===== config.mk =====
export PLATFORM = sky130hd
export DESIGN_NAME = sram_bus_arbiter
export DESIGN_NICKNAME = d
export VERILOG_FILES = /design/src/rtl/sram_bus_arbiter.sv
export SDC_FILE = /design/constraint.sdc
export NUM_CORES = 1
export LEC_CHECK = 0
export BUFFER_PORTS_ARGS = -buffer_cell sky130_fd_sc_hd__buf_4
export CELL_PAD_IN_SITES_DETAIL_PLACEMENT = 1
export CELL_PAD_IN_SITES_GLOBAL_PLACEMENT = 2
export CORE_ASPECT_RATIO = 0.9
export CORE_UTILIZATION = 18
export CTS_CLUSTER_SIZE = 40
export DETAILED_ROUTE_END_ITERATION = 10
export GPL_ROUTABILITY_DRIVEN = 0
export PLACE_DENSITY_LB_ADDON = 0.1
export SETUP_SLACK_MARGIN = 0.5
export SLEW_MARGIN = 20
export SYNTH_ARGS = -nofsm -noshare
export SYNTH_HDL_FRONTEND = slang
export SYNTH_SLANG_ARGS = --single-unit

===== constraint.sdc =====
create_clock -name cpu_clk_50M -period 1.5 [get_ports cpu_clk_50M]
set_clock_uncertainty 0.2 [all_clocks]
set_input_delay 0.3 -clock cpu_clk_50M [delete_from_list [all_inputs] [get_ports cpu_clk_50M]]
set_output_delay 0.3 -clock cpu_clk_50M [all_outputs]
set_load 0.02 [all_outputs]

===== src/rtl/sram_bus_arbiter.sv =====
// sram_bus_arbiter
//   Merges the IF-stage (inst_*) and MEM-stage (data_*) SRAM-like ports onto a
//   single SRAM-like master port (m_*) toward the AXI bridge. Only one
//   transaction is outstanding at a time. The data side has fixed priority,
//   but after STARVE_MAX consecutive data grants with a fetch pending, the
//   fetch is forced to win.
//
// Ports
//   cpu_clk_50M, cpu_rst          clock, synchronous active-high reset
//   inst_req/wr/size/addr/wdata   fetch request in
//   inst_rdata/addr_ok/data_ok    fetch responses out (owner only)
//   data_req/wr/size/addr/wdata   MEM request in
//   data_rdata/addr_ok/data_ok    MEM responses out (owner only)
//   m_req/wr/size/addr/wdata      registered master request out
//   m_addr_ok/data_ok/rdata       master responses in
//   busy                          high whenever not IDLE
module sram_bus_arbiter #(
    parameter int unsigned STARVE_MAX = 4,
    parameter int unsigned CNT_W      = 3
) (
    input  logic        cpu_clk_50M,
    input  logic        cpu_rst,

    input  logic        inst_req,
    input  logic        inst_wr,
    input  logic [1:0]  inst_size,
    input  logic [31:0] inst_addr,
    input  logic [31:0] inst_wdata,
    output logic [31:0] inst_rdata,
    output logic        inst_addr_ok,
    output logic        inst_data_ok,

    input  logic        data_req,
    input  logic        data_wr,
    input  logic [1:0]  data_size,
    input  logic [31:0] data_addr,
    input  logic [31:0] data_wdata,
    output logic [31:0] data_rdata,
    output logic        data_addr_ok,
    output logic        data_data_ok,

    output logic        m_req,
    output logic        m_wr,
    output logic [1:0]  m_size,
    output logic [31:0] m_addr,
    output logic [31:0] m_wdata,
    input  logic        m_addr_ok,
    input  logic        m_data_ok,
    input  logic [31:0] m_rdata,

    output logic        busy
);

    localparam logic [1:0] IDLE = 2'b00;
    localparam logic [1:0] REQ  = 2'b01;
    localparam logic [1:0] WAIT = 2'b10;

    localparam logic [CNT_W-1:0] STARVE_LIM = CNT_W'(STARVE_MAX);

    logic [1:0]       state;
    logic             owner;      // 0 = inst, 1 = data
    logic [CNT_W-1:0] starve_cnt;

    logic data_wins;
    logic addr_fire;
    logic data_fire;

    // Data keeps priority until the fetch has been passed over STARVE_MAX times.
    assign data_wins = data_req && (!inst_req || (starve_cnt < STARVE_LIM));
    assign addr_fire = (state == REQ)  && m_addr_ok;
    assign data_fire = (state == WAIT) && m_data_ok;

    always_ff @(posedge cpu_clk_50M) begin
        if (cpu_rst) begin
            state      <= IDLE;
            owner      <= 1'b0;
            starve_cnt <= '0;
            m_req      <= 1'b0;
            m_wr       <= 1'b0;
            m_size     <= '0;
            m_addr     <= '0;
            m_wdata    <= '0;
        end else begin
            case (state)
                IDLE: begin
                    if (inst_req || data_req) begin
                        m_req <= 1'b1;
                        state <= REQ;
                        if (data_wins) begin
                            owner   <= 1'b1;
                            m_wr    <= data_wr;
                            m_size  <= data_size;
                            m_addr  <= data_addr;
                            m_wdata <= data_wdata;
                            // Count only grants that bypass a waiting fetch.
                            if (inst_req) begin
                                if (starve_cnt != STARVE_LIM) begin
                                    starve_cnt <= starve_cnt + CNT_W'(1);
                                end
                            end else begin
                                starve_cnt <= '0;
                            end
                        end else begin
                            owner      <= 1'b0;
                            m_wr       <= inst_wr;
                            m_size     <= inst_size;
                            m_addr     <= inst_addr;
                            m_wdata    <= inst_wdata;
                            starve_cnt <= '0;
                        end
                    end
                end
                REQ: begin
                    if (m_addr_ok) begin
                        m_req <= 1'b0;
                        state <= WAIT;
                    end
                end
                WAIT: begin
                    if (m_data_ok) begin
                        state <= IDLE;
                    end
                end
                default: begin
                    state <= IDLE;
                    m_req <= 1'b0;
                end
            endcase
        end
    end

    always_comb begin
        inst_addr_ok = addr_fire && !owner;
        data_addr_ok = addr_fire &&  owner;
        inst_data_ok = data_fire && !owner;
        data_data_ok = data_fire &&  owner;
        inst_rdata   = inst_data_ok ? m_rdata : '0;
        data_rdata   = data_data_ok ? m_rdata : '0;
        busy         = (state != IDLE);
    end

endmodule

==> impl_metrics.py, run 1 <==
metrics = {
    "pwr": {
        "powerDensity_nw_per_um2": 874.8,
        "irDropWorstVdd_mv": 0.5801,
        "power.leakage_uw": 0.004036,
        "power.total_uw": 7824,
    },
    "clock_tree": {
        "clock_sinks": 74,
        "path_clk_slew_ns": 0.07,
        "cts-root-buf": "clkbuf_16",
        "htreeDepth": 3,
        "cts_buffer_depth": 2,
        "cts_tree": "yes",
        "insertion_delay_ns": 0.34,
        "cts_buffers": 9,
    },
    "worst_setup_path": {
        "end_kind": "output port",
        "crit_buf_inv": 2,
        "start_kind": "register",
        "cpPeakStageDelay_ns": 0.35,
        "required_ns": 1.00,
        "crit_arrival_ns": 1.47,
        "crit_path_start": "owner",
        "path_max_fanout": 8,
        "path_cells": "and4bb_2 > buf_4 > and2_4 > buf_4",
        "path_delay_family": "simple AND/OR/NAND/NOR gates",
        "crit_type": "register to output port",
        "timing.rr.start": "state[0]",
        "slowest_stage": "and4bb_2",
        "crit_top_cell": "buf_4",
    },
    "final_layout": {
        "final_cell_mix": "246 x buf_4, 138 x nand2_1, 118 x buf_6",
        "diodes": 0,
        "final_common_cell": "buf_4",
        "multi_input_area_um2": 2581,
        "final_area_um2": 8944,
        "nFillCells": 2507,
        "final-seq-area_um2": 1570,
        "area_growth_pct": 123.0,
        "drive_gt1_share_pct": 73.76,
        "nets": 1038,
    },
    "synthesis": {
        "syn_inst": 496,
        "ys_types": 27,
        "synth_nets": 670,
        "synth_seq_cells": 74,
        "synth_area_um2": 4010,
        "yosysWarnings": 0,
        "syn_avg_cell_area_um2": 8.085,
        "seq_area_frac_synth_pct": 36.94,
    },
    "global_route": {
        "globalRouteOverflowTotal": 0,
        "grt_pass1_wl_mm": 33.20,
        "grt_use_total_pct": 18.81,
        "grt_antenna_before_repair": 0,
        "grt_pass1_vias": 5585,
        "grt_start_max_net_pins": 42,
    },
    "timing": {
        "grt_setup_unrepaired": "yes",
        "setup-violations-final": 142,
        "tightest_slew_ns": 0.3041,
        "maxSlewHeadroom_pct": 79.73,
        "hold_violations": 0,
        "final-max-slew-violation-count": 0,
        "finalCriticalPeriod_ns": 1.974,
        "max_freq_ghz": 0.5066,
        "hold_ws_ns": 0.01076,
        "period_share_pct": 131.6,
        "fin_ws_ns": -0.4738,
    },
    "run_status": {
        "status": "finished, violations left",
        "violations": "setup timing",
    },
    "floorplanning": {
        "die_y_um": 143.6,
        "die_area_um2": 22880,
        "core-area_um2": 21760,
        "num_io_pins": 309,
        "initial_core_util_pct": 18.43,
        "die_w_um": 159.3,
        "row_count": 51,
    },
    "placement": {
        "dpl.hpwl_mm": 13.93,
        "place_area_um2": 6938,
        "portBuffers": 308,
        "pre_cts_slack_ns": -0.3653,
    },
    "route": {
        "drt-initial-drc-count": 135,
        "wl_per_cell_um": 18.92,
        "first_pass_iters": 4,
        "ant_nets": 0,
        "remaining_drc_errors": 0,
        "routed_via_density": 4.509,
        "num_vias": 5230,
        "wirelength_mm": 21.94,
    },
    "worst_hold_path": {
        "min_from": "inst_wdata[19]",
        "min_path_type": "input pin to register",
    },
    "run": {
        "maxCapViolations": 0,
    },
}
flip-flops by register name, indices dropped and copies added (netlist names):
| name | count |
|---|---|
| m_addr | 32 |
| m_req | 1 |
| m_size | 2 |
| m_wdata | 32 |
| m_wr | 1 |
| owner | 1 |
| starve_cnt | 3 |
| state | 2 |
area by class of cell:
class,count,area share [%]
repair buffers,406,46.11
inverters,4,0.1959
clock buffers,10,2.672
clock inverters,6,0.5316
well taps,291,4.071
multi-input cells,369,28.86
flip-flops and latches,74,17.56
path summary, 6_finish.rpt:
path | endpoint | slack, ns | depth (start not counted)
worst max-delay path | inst_rdata[29] | -0.47 | 4
worst min-delay path | m_wdata[19] | 0.01 | 3
worst max register to register | m_wdata[26] | -0.39 | 11
worst min register to register | m_wdata[28] | 0.30 | 2
logic make-up (layout without fill, tap and decap cells):
family                     count (synthesis)  in the layout  share of synthesized area (%)
and+or+nand+nor                          218            219                          25.43
AOI/OAI and AO/OA                        148            148                          29.70
DFF                                       74             74                          36.94
buffers and inverters                     54            426                          7.301
adders and majority gates                  2              2                         0.6239
through the flow:
step | TNS, ns | util, % | cells
6_report | -54.09 | 41.10 | 1160
5_1_grt | -64.33 | 41.10 | 1160
4_1_cts | -54.79 | 39.70 | 1140
3_3_place_gp | -19.91 | 31.88 | 1070
3_5_place_dp | -24.35 | 31.88 | 1070
2_1_floorplan | -2.421 | - | 496
cell usage after synthesis:
cell	instances	share of area [%]
buf_4	5	0.94
nor2_1	5	0.47
a311oi_1	37	8.1
and3b_1	1	0.22
or2_1	1	0.16
and4b_1	1	0.25
clkbuf_1	17	1.6
a21bo_2	1	0.25
nand3b_1	1	0.19
ha_1	2	0.62
a21boi_2	1	0.28
nand4_1	1	0.16
a311oi_2	30	11
buf_1	1	0.094
o21ai_0	5	0.62
a21oi_1	74	9.2
buf_2	21	2.6
buf_6	6	1.7
nor2_4	1	0.28
nand2_1	139	13
nand3_1	2	0.25
and4bb_2	1	0.31
inv_1	3	0.28
nor2_2	1	0.16
inv_2	1	0.094
dfxtp_1	74	37
and2_1	64	10
worst min-delay path, delay by kind of cell:
| kind | cells | cell delay, ns |
|---|---|---|
| AOI/OAI and AO/OA | 1 | 0.07 |
| and+or+nand+nor | 1 | 0.04 |
| buffers and inverters | 1 | 0.11 |
timing repair:
item | in CTS | in global routing
gates resized for setup | 231 | 30
endpoints found under the setup margin | 211 | 211
hold endpoints to repair | 6 | 0
cloned | 16 | 1
pin swaps | 40 | 20
setup buffers | 38 | 19
metal layers:
layer	part of all wire (%)	track usage [%]	wire, um
met4	1.7	5.162	378
met2	49	32.04	10860
met5	0	0	0
met1	43	23.09	9350
met3	6.2	5.512	1355
power breakdown:
part           internal [uW]  switching, uW
registers               2240            177
clock network           1190            973
logic                   1830           1420
total                   5260           2570
No activity file was read; power rests on OpenSTA's default activity.
==> inputs of run 2 (changes only) <==
ABC_AREA = 1   (was not set)
ABC_CLOCK_PERIOD_IN_PS = 1500   (was not set)
CORE_UTILIZATION = 17   (was 18)
MAX_ROUTING_LAYER = met4   (was not set)
==> run 2 against run 1 <==
  * Synthesized cell count rose by 75%
  * Combinational power fell by 5%
  * Design area rose by 5.4%
  * Critical path type unchanged
  * Worst hold slack got worse by 0.033 ns
  * Global-route usage fell by 3.1 points
  * The run ends with hold timing, setup timing left
==> impl_metrics.py, run 2 <==
metrics = {
    "route": {
        "routed_via_density": 3.753,
        "ant_nets": 0,
        "drt-initial-drc-count": 121,
        "wl_per_cell_um": 13.61,
        "remaining_drc_errors": 0,
        "wirelength_mm": 21.11,
        "first_pass_iters": 4,
        "num_vias": 5821,
    },
    "clock_tree": {
        "htreeDepth": 3,
        "cts_tree": "yes",
        "insertion_delay_ns": 0.33,
        "cts_buffers": 9,
        "cts_buffer_depth": 2,
        "cts-root-buf": "clkbuf_16",
        "clock_sinks": 74,
        "path_clk_slew_ns": 0.05,
    },
    "worst_hold_path": {
        "min_from": "cpu_rst",
        "min_path_type": "input pin to register",
        "hold_depth": 2,
    },
    "final_layout": {
        "largest_registers": "m_addr (32), m_wdata (32), starve_cnt (3)",
        "final_area_um2": 9424,
        "nets": 1374,
        "area_growth_pct": 106.1,
        "drive_gt1_share_pct": 45.47,
        "diodes": 0,
        "final_common_cell": "nand2_1",
        "final_cell_mix": "278 x nand2_1, 218 x buf_4, 189 x nor2_1",
    },
    "worst_setup_path": {
        "reg2reg_depth": 10,
        "crit_path_start": "state[0]",
        "start_kind": "register",
        "timing.rr.start": "state[1]",
        "required_ns": 1.00,
        "end_kind": "output port",
        "crit_arrival_ns": 1.44,
        "crit_type": "register to output port",
        "path_max_fanout": 20,
    },
    "synthesis": {
        "yosys.area.top_type_share_pct": 32.40,
        "synth_area_um2": 4572,
        "syn_inst": 866,
        "synth_top_cell_by_area": "dfxtp_1",
        "yosysMostFrequentCell": "nand2_1",
        "async_reset_ff_share_pct": 0,
        "synth_edf_count": 0,
        "syn_avg_cell_area_um2": 5.279,
        "synthTopCellsByCount": "280 x nand2_1, 271 x nor2_1, 177 x inv_1",
        "synthTopCellsByArea": "dfxtp_1 32%, nand2_1 23%, nor2_1 22%, inv_1 15%, buf_2 2.1%",
        "synth_seq_cells": 74,
        "synth_nets": 1040,
        "ys.flop_type": "dfxtp_1",
        "yosysWarnings": 0,
        "seq_area_frac_synth_pct": 32.40,
        "ys_types": 18,
    },
    "timing": {
        "fin_ws_ns": -0.4422,
        "finalCriticalPeriod_ns": 1.942,
        "period_share_pct": 129.5,
        "final-max-slew-violation-count": 0,
        "grt_setup_unrepaired": "yes",
        "hold_ws_ns": -0.02208,
        "setup-violations-final": 137,
        "hold_violations": 5,
        "max_freq_ghz": 0.5149,
        "tightest_slew_ns": 0.2777,
        "maxSlewHeadroom_pct": 81.48,
    },
    "floorplanning": {
        "row_count": 56,
        "die_area_um2": 27550,
        "initial_core_util_pct": 17.45,
        "die_y_um": 157.6,
        "die_w_um": 174.9,
        "core-area_um2": 26210,
        "num_io_pins": 309,
    },
    "global_route": {
        "globalRouteOverflowTotal": 0,
        "grt_antenna_before_repair": 0,
        "grt_use_total_pct": 15.71,
        "grt_start_max_net_pins": 42,
        "grt_pass1_vias": 5630,
        "grt_pass1_wl_mm": 32.11,
    },
    "pwr": {
        "power.leakage_uw": 0.005036,
        "powerDensity_nw_per_um2": 832.4,
        "irDropWorstVdd_mv": 0.5074,
    },
    "placement": {
        "place_area_um2": 7973,
        "portBuffers": 308,
        "dpl.hpwl_mm": 15.01,
    },
    "run_status": {
        "violations": "hold timing, setup timing",
        "status": "finished, violations left",
    },
    "run": {
        "maxCapViolations": 0,
    },
}
[run 2: worst paths after layout]
path	endpoint	slack, ns
worst min register to register	m_req	0.28
worst max register to register	m_addr[17]	-0.22
worst min-delay path	state[0]	-0.02
worst max-delay path	data_rdata[26]	-0.44
[run 2: cell families (layout without fill, tap and decap cells)]
family                     Yosys count  in the layout  share of synthesized area (%)
and+or+nand+nor                    562            562                          46.58
buffers and inverters              219            556                          19.49
DFF                                 74             74                          32.40
AOI/OAI and AO/OA                    9              9                         0.9849
adders and majority gates            2              2                         0.5473
[run 2: metrics by stage]
stage	util, %	power (uW)	instances	TNS [ns]	setup WS (ns)
final	35.96	7845	1551	-33.73	-0.4422
after floorplan	-	3721	866	-3.269	-0.06055
after global placement	30.42	4844	1508	-6.962	-0.09572
after global routing	35.96	8374	1551	-48.57	-0.5388
after detailed placement	30.42	4862	1508	-9.328	-0.1114
after CTS	35.18	7936	1541	-37.40	-0.4874
[run 2: layout make-up]
| cell class | count | area (um2) |
|---|---|---|
| clock buffer | 9 | 225.2 |
| clock inverter | 5 | 81.33 |
| fill | 3314 | 16780 |
| inverter | 178 | 683.2 |
| multi-input combinational | 573 | 2821 |
| sequential | 74 | 1572 |
| tap | 348 | 435.4 |
| timing repair buffer | 364 | 3606 |
[run 2: power breakdown]
| part | internal [uW] | total [uW] | switching (uW) |
|---|---|---|---|
| logic | 1550 | 3080 | 1530 |
| registers | 2250 | 2420 | 165 |
| clock network | 1440 | 2350 | 908 |
[run 2: what timing repair did]
item | 4_1_cts | 5_1_grt
setup endpoints to repair | 211 | 211
gates cloned | 10 | 0
setup buffers | 9 | 10
hold endpoints to repair | 5 | 5
resized for setup | 199 | 34
pin swaps | 2 | 10
[run 2: critical path, cell delays in order (launching register included)]
cell and delay (ns):
dfxtp_4 0.36, nor2_4 0.17, nand3_4 0.12, buf_12 0.20
nor2_4 0.10, buf_4 0.14
[run 2: routing by layer]
layer / up-vias / GRT usage (%) / routed length [um]
li1: 3084 / - / -
met1: 2542 / 18.53 / 9239
met2: 182 / 26.53 / 10260
met3: 13 / 4.563 / 1443
met4: 0 / 3.230 / 172
met5: - / - / 0
==> inputs of run 3 (changes only) <==
ABC_AREA = 0   (was 1)
CORE_UTILIZATION = 18   (was 17)
==> run 3 against run 2 <==
  * The run ends with setup timing left
  * Routed wire length grew 4.0%
  * Fmax down 1.7%
  * Clock-buffer cell count rose by 1
  * Non-clock buffer count increased by 42
  * Largest cell class unchanged
  * Largest power group unchanged
==> impl_metrics.py, run 3 (synthesis results as in run 1) <==
metrics = {
    "global_route": {
        "grt_use_total_pct": 19.36,
        "grt_pass1_vias": 5606,
        "grt_start_max_net_pins": 42,
        "grt_pass1_wl_mm": 33.05,
        "globalRouteOverflowTotal": 0,
        "grt_antenna_before_repair": 0,
    },
    "worst_setup_path": {
        "r2r_setup_slack_ns": -0.39,
        "path_cells": "and4bb_2 > buf_4 > and2_4 > buf_4",
        "crit_type": "register to output port",
        "end_kind": "output port",
        "cpPeakStageDelay_ns": 0.35,
        "reg2reg_depth": 11,
        "crit_buf_inv": 2,
        "required_ns": 1.00,
        "start_kind": "register",
        "crit_arrival_ns": 1.48,
        "slowest_stage": "and4bb_2",
        "r2r-end": "m_wdata[26]",
        "crit_top_cell": "buf_4",
        "timing.rr.start": "state[0]",
        "path_delay_family": "simple AND/OR/NAND/NOR gates",
        "path_max_fanout": 8,
    },
    "timing": {
        "final-max-slew-violation-count": 0,
        "finalCriticalPeriod_ns": 1.976,
        "maxSlewHeadroom_pct": 79.81,
        "hold_violations": 0,
        "grt_setup_unrepaired": "yes",
        "setup-violations-final": 142,
        "fin_ws_ns": -0.4756,
        "period_share_pct": 131.7,
        "max_freq_ghz": 0.5062,
        "tightest_slew_ns": 0.3028,
    },
    "final_layout": {
        "largest_registers": "m_addr (32), m_wdata (32), starve_cnt (3)",
        "nets": 1038,
        "final_common_cell": "buf_4",
        "area_growth_pct": 122.9,
        "final_cell_mix": "246 x buf_4, 138 x nand2_1, 118 x buf_6",
        "drive_gt1_share_pct": 73.65,
        "final_util_pct": 41.08,
        "final_area_um2": 8940,
        "diodes": 0,
    },
    "pwr": {
        "power.leakage_uw": 0.004035,
        "power.total_uw": 7822,
        "powerDensity_nw_per_um2": 875.0,
        "irDropWorstVdd_mv": 0.5842,
    },
    "run_status": {
        "status": "finished, violations left",
        "violations": "setup timing",
    },
    "worst_hold_path": {
        "min_path_type": "input pin to register",
        "hold_depth": 3,
        "worstHoldEndpoint": "m_wdata[28]",
        "min_from": "inst_wdata[28]",
    },
    "floorplanning": {
        "initial_core_util_pct": 18.43,
        "die_area_um2": 22880,
        "die_w_um": 159.3,
        "die_y_um": 143.6,
        "core-area_um2": 21760,
        "row_count": 51,
        "num_io_pins": 309,
    },
    "placement": {
        "portBuffers": 308,
        "place_area_um2": 6938,
        "dpl.hpwl_mm": 13.93,
    },
    "clock_tree": {
        "insertion_delay_ns": 0.34,
        "cts_buffers": 9,
        "path_clk_slew_ns": 0.07,
        "cts_tree": "yes",
        "cts_buffer_depth": 2,
        "clock_sinks": 74,
        "cts-root-buf": "clkbuf_16",
        "htreeDepth": 3,
    },
    "route": {
        "ant_nets": 0,
        "drt-initial-drc-count": 131,
        "wl_per_cell_um": 18.94,
        "routed_via_density": 4.503,
        "remaining_drc_errors": 0,
        "wirelength_mm": 21.97,
        "first_pass_iters": 4,
        "num_vias": 5224,
    },
    "run": {
        "maxCapViolations": 0,
    },
}
-- run 3: cell types whose count changed in the layout (fill, tap and decap cells not counted), moves of 41 or more --
cell,before,now
a21oi_1,3,44
and2_2,0,43
inv_1,174,3
nand2_1,278,138
nor2_1,189,3
nor2_4,66,3
-- run 3: how the worst max path moves through the flow --
stage	startpoint	end	depth (start not counted)
finish	owner	inst_rdata[29]	4
global route	state[0]	data_rdata[10]	3
CTS	owner	inst_rdata[30]	4
detailed placement	m_data_ok	data_rdata[11]	4
global placement	m_data_ok	data_rdata[24]	4
floorplan	state[0]	inst_rdata[10]	3
-- run 3: layer usage --
metal | part of all wire, % | track usage, % | wire, um | vias to the layer above
met3 | 5.6 | 5.195 | 1231 | 31
met2 | 49 | 31.83 | 10810 | 172
met4 | 1.9 | 5.162 | 411 | 0
met5 | 0 | - | 0 | -
met1 | 43 | 23.42 | 9514 | 2530
li1 | - | - | - | 2491
-- run 3: metrics by stage --
| stage | setup TNS [ns] | setup slack, ns | hold WS, ns | std cells |
|---|---|---|---|---|
| after floorplan | -2.421 | -0.03329 | 0.2583 | 496 |
| after global placement | -19.91 | -0.2866 | 0.2661 | 1070 |
| after detailed placement | -24.35 | -0.3653 | 0.2763 | 1070 |
| after CTS | -54.79 | -0.4966 | -0.004856 | 1140 |
| after global routing | -64.39 | -0.5453 | 0.006997 | 1160 |
| final | -54.07 | -0.4756 | 0.01083 | 1160 |
-- run 3: layout make-up --
cell class              count  area [um2]
clock inverters             6       47.55
clock buffers              10       239.0
fillers                  2508       12820
flip-flops and latches     74        1570
well taps                 291       364.1
repair buffers            406        4124
multi-input cells         369        2577
inverters                   4       17.52
-- run 3: what timing repair did --
| item | CTS | global route |
|---|---|---|
| pin swaps | 40 | 20 |
| gates resized for setup | 231 | 29 |
| setup endpoints to repair | 211 | 211 |
| setup buffers | 38 | 19 |
| endpoints found under the hold margin | 6 | 0 |
| gates cloned | 16 | 1 |
-- run 3: report_power, final --
group	total (uW)	internal, uW	switching (uW)	leakage (uW)
Combinational	3250	1830	1420	0.00326
Sequential	2420	2240	176	0.000635
Clock	2150	1190	969	0.000140
-- run 3: worst min-delay path, stage by stage --
cell and delay, ns:
buf_4 0.11, nand2_1 0.05, a311oi_1 0.07
